## src/rtl/cache_pkg.sv

```systemverilog
// Shared encodings for the cache CPU-side request port and the traffic
// generator that drives it.
//   OP_RD / OP_WR     : request opcode on 'op'
//   SZ_B / SZ_H / SZ_W: access size on 'wsize' (byte, half, word)
//   gen_state_t       : traffic generator sequencing states
package cache_pkg;

  localparam logic OP_RD = 1'b0;
  localparam logic OP_WR = 1'b1;

  localparam logic [1:0] SZ_B = 2'd0;
  localparam logic [1:0] SZ_H = 2'd1;
  localparam logic [1:0] SZ_W = 2'd2;

  typedef enum logic [2:0] {
    S_IDLE,
    S_WR,
    S_WR_GAP,
    S_RD,
    S_RD_GAP,
    S_DONE
  } gen_state_t;

endpackage

```

## src/rtl/cache_byte_mask.sv

```systemverilog
// Byte-lane selection for a CPU-side access. Also used by the cache
// store-merge path.
//   wsize   in  2   access size (SZ_B / SZ_H / SZ_W; 3 treated as word)
//   addr_lo in  2   address bits [1:0]
//   strb    out 4   one bit per addressed byte lane
//   mask    out 32  strb expanded to bit granularity
module cache_byte_mask
  import cache_pkg::*;
(
  input  logic [1:0]  wsize,
  input  logic [1:0]  addr_lo,
  output logic [3:0]  strb,
  output logic [31:0] mask
);

  always_comb begin
    strb = '0;
    mask = '0;
    case (wsize)
      SZ_B:    strb = 4'b0001 << addr_lo;
      // halfword lane pair follows addr[1] only; addr[0] misalignment is
      // left for the cache to define
      SZ_H:    strb = addr_lo[1] ? 4'b1100 : 4'b0011;
      default: strb = 4'b1111;
    endcase
    for (int unsigned k = 0; k < 4; k++) begin
      mask[8*k +: 8] = {8{strb[k]}};
    end
  end

endmodule

```

## src/rtl/cache_traffic_gen.sv

```systemverilog
// Self-checking request generator for the cache CPU-side port. A start pulse
// issues NUM_OPS writes of data_i = SEED + i*INCR at addr_i = BASE_ADDR +
// i*STRIDE, then reads the same sequence back and checks the addressed lanes.
//   clk, resetn (sync, active low), start (pulse)
//   busy, done, pass, timeout          : run status
//   err_count, fail_addr, fail_data    : mismatch count and first-mismatch capture
//   op, valid, addr, wsize, wdata      : request port (all registered)
//   rdata_valid, wdata_valid, rdata    : completions from the cache
module cache_traffic_gen
  import cache_pkg::*;
#(
  parameter int unsigned NUM_OPS   = 4,
  parameter logic [31:0] BASE_ADDR = 32'h0000_0020,
  parameter logic [31:0] STRIDE    = 32'd4,
  parameter logic [1:0]  WSIZE     = 2'd2,
  parameter logic [31:0] SEED      = 32'hAAAA_AAAA,
  parameter logic [31:0] INCR      = 32'h1111_1111,
  parameter int unsigned TIMEOUT   = 256
) (
  input  logic        clk,
  input  logic        resetn,
  input  logic        start,
  output logic        busy,
  output logic        done,
  output logic        pass,
  output logic        timeout,
  output logic [15:0] err_count,
  output logic [31:0] fail_addr,
  output logic [31:0] fail_data,
  output logic        op,
  output logic        valid,
  output logic [31:0] addr,
  output logic [1:0]  wsize,
  output logic [31:0] wdata,
  input  logic        rdata_valid,
  input  logic        wdata_valid,
  input  logic [31:0] rdata
);

  localparam logic [15:0] LAST_IDX = 16'(NUM_OPS - 1);
  localparam logic [31:0] TMO_LAST = 32'(TIMEOUT - 1);

  gen_state_t  state;
  logic [15:0] idx;
  logic [31:0] tcnt;

  logic [3:0]  strb;
  logic [31:0] mask;
  logic [31:0] exp_sh;
  logic        mismatch;

  cache_byte_mask u_mask (
    .wsize   (WSIZE),
    .addr_lo (addr[1:0]),
    .strb    (strb),
    .mask    (mask)
  );

  // addr/wdata registers double as the running addr_i/data_i; the expected
  // value is placed starting at the lowest addressed lane.
  always_comb begin
    exp_sh = wdata;
    if (strb[0])      exp_sh = wdata;
    else if (strb[1]) exp_sh = wdata << 8;
    else if (strb[2]) exp_sh = wdata << 16;
    else              exp_sh = wdata << 24;
    mismatch = |((rdata ^ exp_sh) & mask);
  end

  always_ff @(posedge clk) begin
    if (!resetn) begin
      state     <= S_IDLE;
      busy      <= 1'b0;
      done      <= 1'b0;
      pass      <= 1'b0;
      timeout   <= 1'b0;
      err_count <= '0;
      fail_addr <= '0;
      fail_data <= '0;
      op        <= 1'b0;
      valid     <= 1'b0;
      addr      <= '0;
      wsize     <= WSIZE;
      wdata     <= '0;
      idx       <= '0;
      tcnt      <= '0;
    end else begin
      case (state)
        S_IDLE, S_DONE: begin
          if (start) begin
            state     <= S_WR;
            busy      <= 1'b1;
            done      <= 1'b0;
            pass      <= 1'b0;
            timeout   <= 1'b0;
            err_count <= '0;
            fail_addr <= '0;
            fail_data <= '0;
            op        <= OP_WR;
            valid     <= 1'b1;
            addr      <= BASE_ADDR;
            wdata     <= SEED;
            idx       <= '0;
            tcnt      <= '0;
          end
        end

        S_WR: begin
          if (valid && wdata_valid) begin
            state <= S_WR_GAP;
            valid <= 1'b0;
          end else if (tcnt == TMO_LAST) begin
            state   <= S_DONE;
            timeout <= 1'b1;
            valid   <= 1'b0;
            busy    <= 1'b0;
            done    <= 1'b1;
            pass    <= 1'b0;
          end else begin
            tcnt <= tcnt + 32'd1;
          end
        end

        S_WR_GAP: begin
          valid <= 1'b1;
          tcnt  <= '0;
          if (idx == LAST_IDX) begin
            state <= S_RD;
            op    <= OP_RD;
            idx   <= '0;
            addr  <= BASE_ADDR;
            wdata <= SEED;
          end else begin
            state <= S_WR;
            idx   <= idx + 16'd1;
            addr  <= addr + STRIDE;
            wdata <= wdata + INCR;
          end
        end

        S_RD: begin
          if (valid && rdata_valid) begin
            state <= S_RD_GAP;
            valid <= 1'b0;
            if (mismatch) begin
              if (err_count == '0) begin
                fail_addr <= addr;
                fail_data <= rdata;
              end
              if (err_count != '1) begin
                err_count <= err_count + 16'd1;
              end
            end
          end else if (tcnt == TMO_LAST) begin
            state   <= S_DONE;
            timeout <= 1'b1;
            valid   <= 1'b0;
            busy    <= 1'b0;
            done    <= 1'b1;
            pass    <= 1'b0;
          end else begin
            tcnt <= tcnt + 32'd1;
          end
        end

        S_RD_GAP: begin
          if (idx == LAST_IDX) begin
            state <= S_DONE;
            busy  <= 1'b0;
            done  <= 1'b1;
            pass  <= (err_count == '0) && !timeout;
          end else begin
            state <= S_RD;
            valid <= 1'b1;
            tcnt  <= '0;
            idx   <= idx + 16'd1;
            addr  <= addr + STRIDE;
            wdata <= wdata + INCR;
          end
        end

        default: state <= S_IDLE;
      endcase
    end
  end

endmodule

```

## config.mk

```make
export PLATFORM = sky130hd
export DESIGN_NAME = cache_traffic_gen
export DESIGN_NICKNAME = d
export VERILOG_FILES = /design/src/rtl/cache_pkg.sv /design/src/rtl/cache_byte_mask.sv /design/src/rtl/cache_traffic_gen.sv
export SDC_FILE = /design/constraint.sdc
export NUM_CORES = 1
export LEC_CHECK = 0
export CAP_MARGIN = 5
export CORE_UTILIZATION = 46
export CTS_CLUSTER_SIZE = 14
export DETAILED_ROUTE_END_ITERATION = 10
export MAX_ROUTING_LAYER = met4
export PLACE_DENSITY = 0.72
export SLEW_MARGIN = 20
export SYNTH_ARGS = -nofsm -noshare
export SYNTH_HDL_FRONTEND = slang
export SYNTH_SLANG_ARGS = --single-unit
```

## constraint.sdc

```tcl
create_clock -name clk -period 2.4 [get_ports clk]
set_input_delay 0.24 -clock clk [delete_from_list [all_inputs] [get_ports clk]]
set_output_delay 0.24 -clock clk [all_outputs]
set_load 0.02 [all_outputs]
```

[Yosys cells after proc, flatten, opt, wreduce, memory -nomap -nowiden]
Index checks and enable logic that the tools add are counted.
Operators by class
  $add $sub $neg: 5
  eq/ne operators: 18
  muxes and demuxes: 64
  bitwise gates (word level): 1
  reductions and logical operators: 22
Operators with widths (count)
  2-to-1 mux 32 bit: 17
  one-hot mux 32 bit (3 select lines): 2
  one-hot mux 32 bit (5 select lines): 1
  one-hot mux 32 bit (2 select lines): 2
  2-to-1 mux 16 bit: 6
  one-hot mux 16 bit (3 select lines): 1
  adder 16 x 1 -> 16 bit (second input constant): 2
  adder 32 x 1 -> 32 bit (second input constant): 1
  adder 32 x 29 -> 32 bit (second input constant): 1
  adder 32 x 3 -> 32 bit (second input constant): 1
  equality test 32 x 8 -> 1 bit (second input constant): 1
  one-hot mux 16 bit (2 select lines): 1
  OR reduction 32 bit: 1
  XOR 32 bit: 1
  2-to-1 mux 1 bit: 21
  inequality test 2 bit (second input constant): 10
  AND reduction 5 bit: 4
  equality test 16 x 2 -> 1 bit (second input constant): 1
  logical NOT 16 bit: 1
  inequality test 16 bit (second input constant): 1
  2-to-1 mux 3 bit: 5
  one-hot mux 3 bit (5 select lines): 1
  one-hot mux 1 bit (4 select lines): 3
  AND reduction 3 bit: 3
  other kinds (16): 22
Storage, ports and cells
  register bits after elaboration: 201
  input bits: 37
  output and inout port bits: 152
  logic and storage cells: 124

[Logic depth before layout (Yosys ltp)]
  word-level depth: 5
  depth in mapped cells: 10
  mapped depth without buffers: 7

[By module]
From an unflattened synthesis, not the netlist that was laid out.
Second synthesis, totals
  cells, all modules: 1313
  area total of the unflattened synthesis: 10721.5 um^2
By module, submodules not included
  cache_traffic_gen: times used 1, cells an instance 1274, area an instance 10437.5 um^2
  cache_byte_mask: times used 1, cells an instance 39, area an instance 284.0 um^2

[Worst setup path after synthesis]
Ideal clock, no wire load.
  path kind: reg2reg
  start point: register wdata[2]
  end point: register fail_addr[4]
  setup time: 0.128 ns
  arrival time: 2.175 ns
  data required time: 2.272 ns
  slack: 0.097 ns
  cell stages (with the launch flop): 10
  path buffers: 3
  period minus slack after synthesis: 2.303 ns
  cell sequence: dfxtp_1 -> clkbuf_1 -> xor2_1 -> nor4b_2 -> nand4_1 -> o311ai_2 -> buf_6 -> buf_6 -> mux2i_1 -> nor2_1
Between the ends
  cells in the longest elaborated chain, start to end: 4
RTL lines
  start: declaration: line cache_traffic_gen.sv:34  | output logic [31:0] wdata,
  start signal: assignment: line cache_traffic_gen.sv:137  | wdata <= wdata + INCR;
  start signal: assignment: line cache_traffic_gen.sv:178  | wdata <= wdata + INCR;
  XOR 32 bit: line cache_traffic_gen.sv:67  | mismatch = |((rdata ^ exp_sh) & mask);
  OR reduction 32 bit: line cache_traffic_gen.sv:67
  inequality test 2 bit (no source line)
  AND reduction 5 bit (no source line)
  end signal: assignment: line cache_traffic_gen.sv:147  | fail_addr <= addr;
  end: declaration: line cache_traffic_gen.sv:28  | output logic [31:0] fail_addr,
No other way between the ends.
A chain may end at the register's enable or synchronous reset.

[Final worst setup path]
  start point: register idx[9]
  end point: register wdata[5]
Between the ends
  cells in the longest elaborated chain, start to end: 3
  elaborated cells between the ends (all ways): 5
  those cells by class: eq/ne: 2; mux: 2; reduce/logical: 1
RTL lines
  start: declaration: line cache_traffic_gen.sv:44  | logic [15:0] idx;
  start signal: assignment: line cache_traffic_gen.sv:135  | idx <= idx + 16'd1;
  start signal: assignment: line cache_traffic_gen.sv:176  | idx <= idx + 16'd1;
  equality test 16 x 2 -> 1 bit (*): line cache_traffic_gen.sv:127, cache_traffic_gen.sv:167
  2-to-1 mux 32 bit or inequality test 2 bit (tied branches)
  one-hot mux 32 bit (3 select lines) or AND reduction 3 bit (tied branches)
Every way passes the cells marked *; elsewhere a longest branch is shown, timed or not.

==> report_table.html <==
<table>
<tr><th>Metric</th><th>Value</th></tr>
<tr><th colspan="2">Routing</th></tr>
<tr><td>Count of vias placed by the detailed router</td><td>roughly 9,600</td></tr>
<tr><td>Detail-routed via count per cell</td><td>~5.6</td></tr>
<tr><td>DR iter-0 viols</td><td>between 600 and 700</td></tr>
<tr><td>DRT Pass-1 Iters</td><td>5</td></tr>
<tr><td>Drc violations</td><td>0</td></tr>
<tr><td>Aggregate routed wire length</td><td>a little under 30,000 microns</td></tr>
<tr><td>Count of antenna-violating nets left after detailed routing</td><td>0</td></tr>
<tr><td>Post-detailed-route wirelength per cell</td><td>17.4 microns</td></tr>
<tr><th colspan="2">Yosys</th></tr>
<tr><td>Netlist area before placement</td><td>roughly 9700 sq um</td></tr>
<tr><td>Seq cells post-synth</td><td>a little under 200</td></tr>
<tr><td>Count of flip-flops with a built-in enable after synthesis</td><td>0</td></tr>
<tr><td>Number of warnings issued by yosys</td><td>0</td></tr>
<tr><td>Top cell types by occurrence after synthesis</td><td>dfxtp_1, nor2_1, nand2_1, nand3_1, xor2_1</td></tr>
<tr><td>Portion of the post-synthesis area used by sequential elements</td><td>40.6%</td></tr>
<tr><td>Largest area contributor in the netlist</td><td>dfxtp_1</td></tr>
<tr><td>Fraction of synthesis flops using an asynchronous set or reset pin</td><td>0%</td></tr>
<tr><td>Prevailing post-synth register cell</td><td>dfxtp_1</td></tr>
<tr><td>Largest cells by area after synthesis</td><td>dfxtp_1, nor2_1, xor2_1, mux2i_1, xnor2_1</td></tr>
<tr><td>Most common cell in the synthesized netlist</td><td>dfxtp_1</td></tr>
<tr><td>Number of distinct library cell variants in the gate-level netlist after synthesis</td><td>a little over 80</td></tr>
<tr><td>Avg Inst Size Synth</td><td>~8.5 sq um</td></tr>
<tr><td>Number of instances in the synthesized netlist</td><td>~1,100</td></tr>
<tr><td>Post-synth top area share</td><td>between 40 and 50%</td></tr>
<tr><th colspan="2">Pwr</th></tr>
<tr><td>Power per unit of standard cell area</td><td>between 500 and 600 nW/um^2</td></tr>
<tr><td>Worst-case vdd ir drop</td><td>between 0.4 and 0.5 mV</td></tr>
<tr><td>Leak Pwr</td><td>about 5 nW</td></tr>
<tr><th colspan="2">Timing</th></tr>
<tr><td>Number of max-slew violations in the final report</td><td>0</td></tr>
<tr><td>Final cycle utilization of the critical path</td><td>97.1%</td></tr>
<tr><td>Final-layout setup total negative slack</td><td>0 ns</td></tr>
<tr><td>Final hold violation count</td><td>0</td></tr>
<tr><td>Fmax</td><td>0.429 GHz</td></tr>
<tr><td>Setup-violating endpoint count in the final report</td><td>0</td></tr>
<tr><td>Shortest period the worst path allows</td><td>about 2.3 ns</td></tr>
<tr><td>Final setup margin</td><td>between 0.06 and 0.07 ns</td></tr>
<tr><td>Worst Clk Skew</td><td>~0.014 ns</td></tr>
<tr><th colspan="2">GRT</th></tr>
<tr><td>Wire length of the first global-routing pass</td><td>about 47,000 microns</td></tr>
<tr><td>Gr ovfl total</td><td>0</td></tr>
<tr><td>Pin count of the biggest net entering global routing</td><td>a little under 60</td></tr>
<tr><td>GRT Resource Usage Total</td><td>27.8%</td></tr>
<tr><td>Number of global-route vias before repair</td><td>approximately 8,900</td></tr>
<tr><td>Number of antenna violations at the first check in global routing</td><td>1</td></tr>
<tr><th colspan="2">Die</th></tr>
<tr><td>Die span in x</td><td>approximately 150 microns</td></tr>
<tr><td>Floorplan Core Area</td><td>20,500 sq um</td></tr>
<tr><td>Vert. Die Dim</td><td>around 150 microns</td></tr>
<tr><td>Initial standard-cell utilization of the core</td><td>between 40% and 50%</td></tr>
<tr><td>Number of core rows</td><td>between 50 and 60</td></tr>
<tr><td>Count of pins on the block boundary</td><td>189</td></tr>
<tr><td>Total Die Area</td><td>~22,000 sq um</td></tr>
<tr><th colspan="2">Run status</th></tr>
<tr><td>Outcome</td><td>finished clean</td></tr>
<tr><th colspan="2">Job</th></tr>
<tr><td>Max-capacitance violation count</td><td>0</td></tr>
<tr><th colspan="2">Setup path</th></tr>
<tr><td>Critical Path Source Type</td><td>flop</td></tr>
<tr><td>Class of the most critical setup path</td><td>reg -&gt; reg</td></tr>
<tr><td>Worst reg2reg startpoint</td><td>idx[9]$_SDFFE_PN0P_</td></tr>
<tr><td>Critical path launch point</td><td>idx[9]$_SDFFE_PN0P_</td></tr>
<tr><td>Kind of end point of the critical path</td><td>flop</td></tr>
<tr><td>Crit path required time</td><td>roughly 2.8 ns</td></tr>
<tr><td>Data arrival time at the worst-slack endpoint</td><td>about 2.7 ns</td></tr>
<tr><td>Highest net fanout along the worst path</td><td>15</td></tr>
<tr><th colspan="2">Final layout</th></tr>
<tr><td>Area grow syn2layout</td><td>38.0%</td></tr>
<tr><td>Number of nets in the layout</td><td>about 1,500</td></tr>
<tr><td>Fraction of final layout cells with drive strength greater than 1</td><td>between 10 and 15%</td></tr>
<tr><td>Area of the multi-input gates</td><td>~5400 sq um</td></tr>
<tr><td>Storage cell area</td><td>roughly 3900 sq um</td></tr>
<tr><td>Post-Layout Cell Count</td><td>1,709</td></tr>
<tr><td>Fill cell total of the finished layout</td><td>~1,700</td></tr>
<tr><th colspan="2">Clocking</th></tr>
<tr><td>TritonCTS clock tree</td><td>yes</td></tr>
<tr><td>Clock Latency Late Sink</td><td>roughly 0.45 ns</td></tr>
<tr><td>H-Tree Level Count</td><td>4</td></tr>
<tr><td>Total of hold buffers inserted after clock tree synthesis</td><td>0</td></tr>
<tr><td>Number of buffers on the longest clock path</td><td>2</td></tr>
<tr><td>Clock input transition at the sequential cells of the worst setup and hold paths</td><td>roughly 0.08 ns</td></tr>
<tr><td>Root Buffer Master</td><td>clkbuf_16</td></tr>
<tr><td>Clock sinks</td><td>197</td></tr>
<tr><td>Number of buffers created by CTS</td><td>17</td></tr>
<tr><th colspan="2">Place</th></tr>
<tr><td>DP Cell Count</td><td>roughly 1,700</td></tr>
<tr><td>Routability congestion estimate</td><td>roughly 0.92</td></tr>
<tr><td>Buffers added on ports</td><td>roughly 180</td></tr>
<tr><td>Worst slack after detailed placement</td><td>-0.191 ns</td></tr>
<tr><td>Dpl hpwl</td><td>between 20,000 and 25,000 microns</td></tr>
<tr><th colspan="2">Worst hold path</th></tr>
<tr><td>Worst Min Path Start</td><td>rdata[6]</td></tr>
<tr><td>Worst min path class</td><td>in -&gt; reg</td></tr>
</table>
## layout make-up
class | count | share of cell area (%)
Sequential cell | 197 | 29.4
Clock inverter | 15 | 1.33
Antenna cell | 1 | 0.0187
Multi-Input combinational cell | 865 | 40.4
Clock buffer | 17 | 3.18
Timing Repair Buffer | 322 | 22.5
Inverter | 22 | 0.616
Tap cell | 270 | 2.52
## final timing paths
check | slack [ns] | cells after the start | end
setup / recovery | 0.07 | 8 | wdata[5]$_SDFFE_PN0P_
hold / removal | 0.45 | 3 | fail_data[6]$_SDFFE_PN0P_
setup reg to reg | 0.07 | 8 | wdata[5]$_SDFFE_PN0P_
hold reg to reg | 0.48 | 2 | fail_data[27]$_SDFFE_PN0P_
## flip-flops by register name, indices dropped and copies added, names as in the netlist, 3 cells and up
| name | count |
|---|---|
| tcnt | 32 |
| wdata | 32 |
| fail_data | 32 |
| err_count | 16 |
| idx | 16 |
| addr | 30 |
| fail_addr | 30 |
| state | 3 |
## critical path, cell delays in order, from the launching register on
cell and delay (ns):
dfxtp_1 0.33, nor4_1 0.45, nand4_1 0.27, buf_4 0.22, o21ai_4 0.22, buf_8 0.20
nor2_1 0.08, buf_4 0.18, a311oi_1 0.29
## stage by stage
step | hold WS, ns | total power, mW | instance area (sq um) | util (%)
detailed placement | 0.466 | 4.58 | 12700 | 62.1
CTS | 0.450 | 7.43 | 13300 | 65.1
floorplan | 0.380 | 4.04 | 9720 | -
global route | 0.467 | 7.66 | 13400 | 65.4
global placement | 0.453 | 4.56 | 12700 | 62.1
finish | 0.454 | 7.41 | 13400 | 65.4
## metal layers
layer  GRT usage (%)  up-vias  part of all wire, %
met5               -        -                    0
met4            8.66        0                  2.3
met3            4.38       53                  6.8
met2            46.1      342                   48
met1            34.6     4566                   43
li1                -     4666                    -
## report_power, final
group / total (mW) / internal (mW) / leakage, nW / switching [mW]
Clock: 2.89 / 1.41 / 0.294 / 1.47
Combinational: 1.10 / 0.506 / 3.03 / 0.595
Sequential: 3.42 / 3.34 / 1.60 / 0.0851
## cells by family after synthesis
logic type	Yosys count	share of synthesized area, %
AOI/OAI and AO/OA	194	13.4
adders and majority gates	6	0.773
xor gates and xnor gates	99	8.93
DFF	197	40.6
other	2	0.0773
muxes	46	4.77
buffers and inverters	91	4.41
and+or+nand+nor	514	27.0
## layout by cell type (no fill, tap or decap), drive strengths merged, types with 11 or more instances in the layout
cell type,n
a21oi,49
a31oi,11
and3,18
buf,140
clkbuf,17
clkdlybuf4s50,182
dfxtp,197
inv,29
mux2i,44
nand2,91
nand3,75
nand4,26
nor2,154
nor3,24
nor4,41
o211ai,12
o21ai,48
o31ai,14
or3,16
or4,16
xnor2,47
xor2,52
## what timing repair did
item | in CTS | in global routing
setup endpoints to repair | 1 | 142
setup buffers | 0 | 1
pin swaps | 0 | 1
gates resized for setup | 1 | 11
Power figures use the tool's default switching activity.
